## src/rtl/bp_fe_bht_update_queue_pkg.sv

```systemverilog
// rtl/bp_fe_bht_update_queue_pkg.sv - update record type macro and saturating helper for the BHT update queue
// The BP_FE_BHT_UPDQ_PERF_EN option is documented with the top module.
`ifndef BP_FE_BHT_UPDATE_QUEUE_PKG_SV
`define BP_FE_BHT_UPDATE_QUEUE_PKG_SV

// The index width is a module parameter, so the record is declared through a macro.
`define BP_FE_DECLARE_BHT_UPDATE_S(idx_width_mp) \
    typedef struct packed { \
        logic [idx_width_mp-1:0] idx; \
        logic                    taken; \
    } bp_fe_bht_update_s

package bp_fe_bht_update_queue_pkg;

    function automatic logic [31:0] sat_add32(input logic [31:0] a, input logic [31:0] b);
        logic [32:0] sum;
        sum = {1'b0, a} + {1'b0, b};
        return sum[32] ? 32'hFFFF_FFFF : sum[31:0];
    endfunction

endpackage

`endif

```

## src/rtl/bp_fe_bht_update_queue_mem.sv

```systemverilog
// rtl/bp_fe_bht_update_queue_mem.sv - unreset flop array, one write port and one combinational read port
module bp_fe_bht_update_queue_mem #(
    parameter int els_p        = 4,
    parameter int width_p      = 10,
    parameter int addr_width_p = $clog2(els_p)
) (
    input  logic                    clk_i,
    input  logic                    w_v_i,
    input  logic [addr_width_p-1:0] w_addr_i,
    input  logic [width_p-1:0]      w_data_i,
    input  logic [addr_width_p-1:0] r_addr_i,
    output logic [width_p-1:0]      r_data_o
);

    logic [width_p-1:0] r_mem [els_p];

    always_ff @(posedge clk_i) begin
        if (w_v_i) begin
            r_mem[w_addr_i] <= w_data_i;
        end
    end

    assign r_data_o = r_mem[r_addr_i];

endmodule

```

## src/rtl/bp_fe_bht_update_queue.sv

```systemverilog
// rtl/bp_fe_bht_update_queue.sv - FIFO of branch-resolution updates draining one per cycle into the BHT write port
// Defining BP_FE_BHT_UPDQ_PERF_EN adds saturating full-stall and flush-drop counters.
module bp_fe_bht_update_queue
    import bp_fe_bht_update_queue_pkg::*;
#(
    parameter int bht_idx_width_p = 9,
    parameter int els_p           = 4
) (
    input  logic                       clk_i,
    input  logic                       reset_i,
    input  logic                       upd_v_i,
    input  logic [bht_idx_width_p-1:0] upd_idx_i,
    input  logic                       upd_taken_i,
    output logic                       upd_ready_o,
    input  logic                       flush_i,
    input  logic                       hold_i,
    output logic                       w_v_o,
    output logic [bht_idx_width_p-1:0] idx_w_o,
    output logic                       correct_o,
`ifdef BP_FE_BHT_UPDQ_PERF_EN
    output logic                       empty_o,
    output logic [31:0]                perf_full_cyc_o,
    output logic [31:0]                perf_flush_drop_o
`else
    output logic                       empty_o
`endif
);

    localparam int ptr_width_lp = $clog2(els_p);
    localparam int cnt_width_lp = $clog2(els_p + 1);

    `BP_FE_DECLARE_BHT_UPDATE_S(bht_idx_width_p);

    logic [ptr_width_lp-1:0] r_head;
    logic [ptr_width_lp-1:0] r_tail;
    logic [cnt_width_lp-1:0] r_count;

    logic               w_full;
    logic               w_empty;
    logic               w_push;
    logic               w_pop;
    bp_fe_bht_update_s  w_wr_entry;
    bp_fe_bht_update_s  w_rd_entry;

    assign w_full  = (r_count == cnt_width_lp'(els_p));
    assign w_empty = (r_count == '0);

    // Readiness ignores a same-cycle pop so there is no comb path from the drain side to the push side.
    assign upd_ready_o = ~w_full & ~reset_i;
    assign w_push      = upd_v_i & upd_ready_o & ~flush_i;
    assign w_v_o       = ~w_empty & ~hold_i & ~flush_i;
    assign w_pop       = w_v_o;
    assign empty_o     = w_empty;

    assign w_wr_entry.idx   = upd_idx_i;
    assign w_wr_entry.taken = upd_taken_i;
    assign idx_w_o          = w_rd_entry.idx;
    assign correct_o        = w_rd_entry.taken;

    always_ff @(posedge clk_i or posedge reset_i) begin
        if (reset_i) begin
            r_head  <= '0;
            r_tail  <= '0;
            r_count <= '0;
        end else if (flush_i) begin
            r_head  <= '0;
            r_tail  <= '0;
            r_count <= '0;
        end else begin
            if (w_push) begin
                r_tail <= r_tail + 1'b1;
            end
            if (w_pop) begin
                r_head <= r_head + 1'b1;
            end
            case ({w_push, w_pop})
                2'b10:   r_count <= r_count + 1'b1;
                2'b01:   r_count <= r_count - 1'b1;
                default: r_count <= r_count;
            endcase
        end
    end

    bp_fe_bht_update_queue_mem #(
        .els_p        (els_p),
        .width_p      ($bits(bp_fe_bht_update_s)),
        .addr_width_p (ptr_width_lp)
    ) u_mem (
        .clk_i    (clk_i),
        .w_v_i    (w_push),
        .w_addr_i (r_tail),
        .w_data_i (w_wr_entry),
        .r_addr_i (r_head),
        .r_data_o (w_rd_entry)
    );

`ifdef BP_FE_BHT_UPDQ_PERF_EN
    logic [31:0] r_perf_full_cyc;
    logic [31:0] r_perf_flush_drop;
    logic [31:0] w_flush_drop_amt;

    // A flush discards everything queued plus the push it suppresses.
    assign w_flush_drop_amt = 32'(r_count) + 32'(upd_v_i & upd_ready_o);

    always_ff @(posedge clk_i or posedge reset_i) begin
        if (reset_i) begin
            r_perf_full_cyc   <= '0;
            r_perf_flush_drop <= '0;
        end else begin
            if (w_full & upd_v_i) begin
                r_perf_full_cyc <= sat_add32(r_perf_full_cyc, 32'd1);
            end
            if (flush_i) begin
                r_perf_flush_drop <= sat_add32(r_perf_flush_drop, w_flush_drop_amt);
            end
        end
    end

    assign perf_full_cyc_o   = r_perf_full_cyc;
    assign perf_flush_drop_o = r_perf_flush_drop;
`endif

endmodule

```

## config.mk

```make
export PLATFORM = sky130hd
export DESIGN_NAME = bp_fe_bht_update_queue
export DESIGN_NICKNAME = d
export VERILOG_FILES = /design/src/rtl/bp_fe_bht_update_queue_pkg.sv /design/src/rtl/bp_fe_bht_update_queue_mem.sv /design/src/rtl/bp_fe_bht_update_queue.sv
export SDC_FILE = /design/constraint.sdc
export NUM_CORES = 1
export LEC_CHECK = 0
export BUFFER_PORTS_ARGS = -buffer_cell sky130_fd_sc_hd__buf_4
export CORE_ASPECT_RATIO = 1.25
export CORE_MARGIN = 2
export CORE_UTILIZATION = 35
export CTS_CLUSTER_DIAMETER = 80
export DETAILED_ROUTE_END_ITERATION = 16
export PLACE_DENSITY = 0.65
export SYNTH_ARGS = -nofsm -noshare
export SYNTH_HDL_FRONTEND = slang
export SYNTH_SLANG_ARGS = --single-unit
```

## constraint.sdc

```tcl
create_clock -name clk_i -period 1.64 [get_ports clk_i]
set_input_delay 0 -clock clk_i [delete_from_list [all_inputs] [get_ports clk_i]]
set_output_delay 0 -clock clk_i [all_outputs]
set_load 0.005 [all_outputs]
```

# Word-level counts from Yosys, hierarchy flattened
# Memories as Yosys holds them, arrays and structs flattened.
# Cells that the tools add are included.
[classes]
add_sub_neg = 4
multipliers = 0
n_div = 0
n_lt_le_gt_ge = 0
n_eq_ne = 3
shift = 0
mux = 8
bitwise = 10
n_reduce_logical = 4
[op_table]
columns = ["operator", "n"]
rows = [
  ["$mux W2", 4],
  ["$pmux W3 S2", 1],
  ["$and A1 B1 Y1", 5],
  ["$not A1 Y1", 5],
  ["$add A2 B1 Y2 const B", 2],
  ["$reduce_bool A2 Y1", 2],
  ["$add A3 B1 Y3 const B", 1],
  ["$eq A3 B3 Y1 const B", 1],
  ["$logic_not A3 Y1", 1],
  ["$mux W3", 1],
  ["$reduce_bool A3 Y1", 1],
  ["$sub A3 B1 Y3 const B", 1],
  ["$eq A2 B1 Y1 const B", 1],
  ["$eq A2 B2 Y1 const B", 1],
  ["$mux W1", 2],
]
[word_totals]
ff_bits = 7
latchBits = 0
mem_bits_rw = 40
romBits = 0
input_bits = 15
out_inout_bits = 13
word_cells = 33
n_memories = 1
[memory_table]
columns = ["name", "depth", "width", "read_ports", "rd_ports_with_merged_regs", "write_ports", "line_no", "text"]
rows = [
  ["u_mem.r_mem", 4, 10, 1, 0, 1, "bp_fe_bht_update_queue_mem.sv:15", "logic [width_p-1:0] r_mem [els_p];"],
]

# Logic depth before layout (Yosys ltp)
[logic_depth]
ltp_word = 8
depth_mapped = 7
mapped_depth_nobuf = 7

# Hierarchy
# Synthesis repeated with hierarchy kept, for this count alone.
[hier_totals]
hier_cells = 97
area_unflattened_um2 = 1920.6
[modules_own_cells]
columns = ["module", "instances", "cells_each", "area_per_inst_um2", "seq_area_each_um2"]
rows = [
  ["bp_fe_bht_update_queue_mem", 1, 56, 1473.9, 1201.2],
  ["bp_fe_bht_update_queue", 1, 41, 446.7, 175.2],
]

# Worst setup path after synthesis
# Ideal clock, no wire load.
[synth_path]
path_kind = "reg-to-reg"
startpoint = "reg r_count[1]"
endpoint = "reg r_count[2]"
setup_ns = 0.082
t_arrival_ns = 1.790
required_ns = 1.558
setup_slack_ns = -0.232
stages_incl_launch_ff = 8
n_path_buf = 0
synth_period_minus_slack_ns = 1.872
cell_sequence = "dfrtp_1 > nor3_4 > nor3_1 > nor2b_1 > fa_1 > nor4_1 > o21ai_0 > a31oi_1"
[synth_between]
word_cells_on_any_way = 16
cone_classes = "add/sub: 2; eq/ne: 3; mux: 2; bitwise: 7; reduce/logical: 2"
[synth_rtl]
columns = ["element", "line_no", "text"]
rows = [
  ["start, declared", "bp_fe_bht_update_queue.sv:36", "logic [cnt_width_lp-1:0] r_count;"],
  ["start signal, assigned", "bp_fe_bht_update_queue.sv:77", "2'b10: r_count <= r_count + 1'b1;"],
  ["start signal, assigned", "bp_fe_bht_update_queue.sv:78", "2'b01: r_count <= r_count - 1'b1;"],
  ["start signal, assigned", "bp_fe_bht_update_queue.sv:79", "default: r_count <= r_count;"],
  ["$logic_not A3 Y1 *", "bp_fe_bht_update_queue.sv:46", "assign w_empty = (r_count == '0);"],
  ["net empty_o", "bp_fe_bht_update_queue.sv:25", "output logic empty_o"],
  ["$not A1 Y1 *", "bp_fe_bht_update_queue.sv:51", "assign w_v_o = ~w_empty & ~hold_i & ~flush_i;"],
  ["$and A1 B1 Y1 * (2 in series)", "bp_fe_bht_update_queue.sv:51", ""],
  ["net w_v_o", "bp_fe_bht_update_queue.sv:17", "output logic w_v_o,"],
  ["$eq A2 B1 Y1 / $eq A2 B2 Y1 (equally long branches)", "bp_fe_bht_update_queue.sv:76", "case ({w_push, w_pop})"],
  ["$pmux W3 S2", "bp_fe_bht_update_queue.sv:76", ""],
  ["$mux W3", "bp_fe_bht_update_queue.sv:65", "end else if (flush_i) begin"],
]
# Mark *: on every way through the listed nets, which the timed path passes. The rest lies on a longest branch.
# A chain may end at the register's enable or synchronous reset.

# Worst setup path after layout
[layout_path]
startpoint = "reg r_count[0]"
endpoint = "reg r_count[2]"
[layout_between]
elab_chain_len = 8
word_cells_on_any_way = 16
cone_classes = "add/sub: 2; eq/ne: 3; mux: 2; bitwise: 7; reduce/logical: 2"
[layout_rtl]
columns = ["element", "line_no", "text"]
rows = [
  ["$eq A3 B3 Y1", "bp_fe_bht_update_queue.sv:45", "assign w_full = (r_count == cnt_width_lp'(els_p));"],
  ["$not A1 Y1", "bp_fe_bht_update_queue.sv:49", "assign upd_ready_o = ~w_full & ~reset_i;"],
  ["$and A1 B1 Y1", "bp_fe_bht_update_queue.sv:49", ""],
  ["$and A1 B1 Y1 (2 in series)", "bp_fe_bht_update_queue.sv:50", "assign w_push = upd_v_i & upd_ready_o & ~flush_i;"],
  ["$eq A2 B1 Y1 / $eq A2 B2 Y1 (equally long branches)", "bp_fe_bht_update_queue.sv:76", ""],
  ["$pmux W3 S2", "bp_fe_bht_update_queue.sv:76", ""],
  ["$mux W3", "bp_fe_bht_update_queue.sv:65", ""],
]
# Parallel ways exist; a longest one is shown, timed or not.

==> out/qor.csv <==
metric,value,unit
outcome,finished with violations,
failing checks,setup timing,
Worst setup EP type,register,
slew margin rel.,63.18,%
first-pass GRT wire length,5.609,mm
Worst Hold Depth,3,
"commonest non-fill, non-tap cell in the layout",buf_4,
Synth Instances,106,
critical path class,reg2reg,
number of max-cap violations,0,
most frequent cells in the layout,"buf_4 (41), edfxtp_1 (40), dlygate4sd3_1 (12), mux4_2 (10), and2_4 (8)",
CP Launch Type,register,
filler instances,458,
worst skew pair latency,290,ps
worst min path class,in2reg,
syn avg cell area,18.63,sq um
Layout Nets,188,
post-synth net total,126,
CTS buffer count,5,
sequential share of the synthesized area,69.71,%
Root Driver,clkbuf_8,
Post-route DRC,0,
Ports,28,
Slew @ Worst Pin,552.3,ps
Die Area,6262,sq um
CTS tree,done,
GRT overflow,0,
largest net degree at the start of global routing,16,
Final setup viols,12,
initial antenna violation count,0,
routed vias,1135,
Max Slew Vio Count,0,
Pre-antenna DRT Iters,4,
Final Worst Setup Slack,-81.53,ps
PortBufs,27,
GRT Total Usage,11.89,%
Final Cycle Share,105.0,%
n_diodes,0,
worst vdd ir,0.3948,mV
Synth Warn #,0,
Leak Pwr,0.9928,nW
vias in the first global route,1198,
Yosys reg bits,47,
routed wire length,3.530,mm
placed wire-length estimate,2.284,mm
number of DRC markers after the initial detailed-route iteration,91,
required time worst endpoint,1820,ps
Rows,30,
share of cells above drive strength 1,49.70,%
WL per Instance,15.15,um
crit-path max FO,4,
Final ANT Viol Nets,0,
fmax,580.9,MHz
initial core utilization,36.28,%
total power,2.701,mW
mapped cell area,1974,sq um
placed inst area,2349,sq um
area grow syn2layout,37.01,%
Worst Skew,7.766,ps
Max Root-Sink Buffers,2,
r2r worst-path depth,7,
Tmin final,1722,ps
RSZ-0062 raised after global routing,yes,
PD cells,998.6,nW/um^2
vias per inst,4.871,
fin area,2705,sq um
Final Hold Viols,0,
Worst-path clk slew,90,ps
CP arrival,1900,ps
core area,5443,sq um
gp weighted congestion,0.7264,
height of the die,87.98,um
Die W,71.18,um
Max H-tree Level,2,
Sink Count,47,
TNS Setup,-759.3,ps
Synth cell types,27,
-- report_power, final --
group	switching, mW	internal, mW
clock network	0.372	0.454
registers	0.0333	1.33
logic	0.198	0.314
total	0.603	2.10
-- through the flow --
| step | util [%] | setup slack, ps | hold slack [ps] | instances |
|---|---|---|---|---|
| 6_report | 49.70 | -81.53 | 20.28 | 233 |
| 5_1_grt | 49.70 | -179.1 | 37.64 | 233 |
| 4_1_cts | 48.51 | -91.39 | 12.08 | 227 |
| 3_3_place_gp | 43.15 | -74.87 | -28.89 | 203 |
| 2_1_floorplan | - | -174.2 | -188.5 | 106 |
| 3_5_place_dp | 43.15 | -144.1 | -8.140 | 203 |
-- kinds of logic (layout without fill, tap and decap cells) --
group / count (synthesis) / after routing / synth area share [%]
multiplexers: 14 / 14 / 13.75
AND/OR/NAND/NOR: 24 / 27 / 7.542
adder cells (fa/ha/maj): 5 / 5 / 3.549
XOR/XNOR: 4 / 4 / 1.774
flip-flops: 47 / 47 / 69.71
AO/OA/AOI/OAI: 6 / 6 / 2.345
buffers and inverters: 6 / 66 / 1.331
-- path summary, 6_finish.rpt --
check | start | to | slack, ps
min | upd_v_i | r_count[2]$_DFFE_PP0P_ | 20
max | r_count[0]$_DFFE_PP0P_ | r_count[2]$_DFFE_PP0P_ | -80
max in group asynchronous | reset_i | r_count[1]$_DFFE_PP0P_ | 1170
min in group asynchronous | reset_i | r_head[0]$_DFFE_PP0P_ | 220
min reg2reg | r_tail[1]$_DFFE_PP0P_ | r_tail[1]$_DFFE_PP0P_ | 590
max reg2reg | r_count[0]$_DFFE_PP0P_ | r_count[2]$_DFFE_PP0P_ | -80
-- final cells by class --
cell class | instances | area [sq um] | share of cell area, %
Multi-Input combinational cell | 56 | 653.1 | 24.14
Clock inverter | 3 | 43.79 | 1.619
Inverter | 3 | 11.26 | 0.4163
Sequential cell | 47 | 1380 | 51.02
Timing Repair Buffer | 55 | 467.9 | 17.30
Tap cell | 64 | 80.08 | 2.960
Clock buffer | 5 | 68.82 | 2.544
-- per-layer routing --
metal  wire, um  part of all wire (%)  vias to the layer above  track usage, %
met2       1860                    53                       31           21.21
li1           -                     -                      534               -
met1       1457                    41                      566           13.15
met5          0                     0                        -               0
met4         50                   1.4                        0           4.974
met3        161                   4.6                        4           3.567
-- state kept, by name (all words and copies together), names as in the netlist --
name / cells
u_mem.r_mem: 40
r_count: 3
r_tail: 2
r_head: 2
-- worst max-delay path, stage by stage (launching register included) --
cell and delay [ps]:
dfrtp_2 450, nor3_4 210, nor3_2 80, nor2b_4 130, fa_2 390, and2_4 160, o21ai_1 120, a31oi_1 80
-- synthesized netlist by cell type --
library cell,n,area [sq um]
ha_1,4,50.05
nor2_1,5,18.77
nand2b_1,3,18.77
dfrtp_1,7,175.2
o2111ai_1,1,8.760
nor3_1,2,10.01
fa_1,1,20.02
nor2_2,2,12.51
and2_1,5,31.28
clkbuf_1,2,7.510
a21oi_1,1,5.000
mux2_2,1,11.26
xnor2_1,4,35.03
nor4_1,1,6.260
o21ai_0,2,10.01
a21oi_4,1,16.27
inv_1,3,11.26
mux2i_1,2,20.02
nor3b_1,1,7.510
mux2_4,1,15.01
edfxtp_1,40,1201
nor3_4,1,16.27
a31oi_1,1,6.260
mux4_2,10,225.2
nor2b_1,3,18.77
buf_4,1,7.510
and2b_2,1,8.760
-- what timing repair did --
item,CTS,global route
endpoints found under the setup margin,42,44
hold buffers,12,0
buffers inserted,4,3
resized for setup,11,8
pin swaps,5,10
cloned,0,3
endpoints found under the hold margin,52,0
Power figures use the tool's default switching activity.
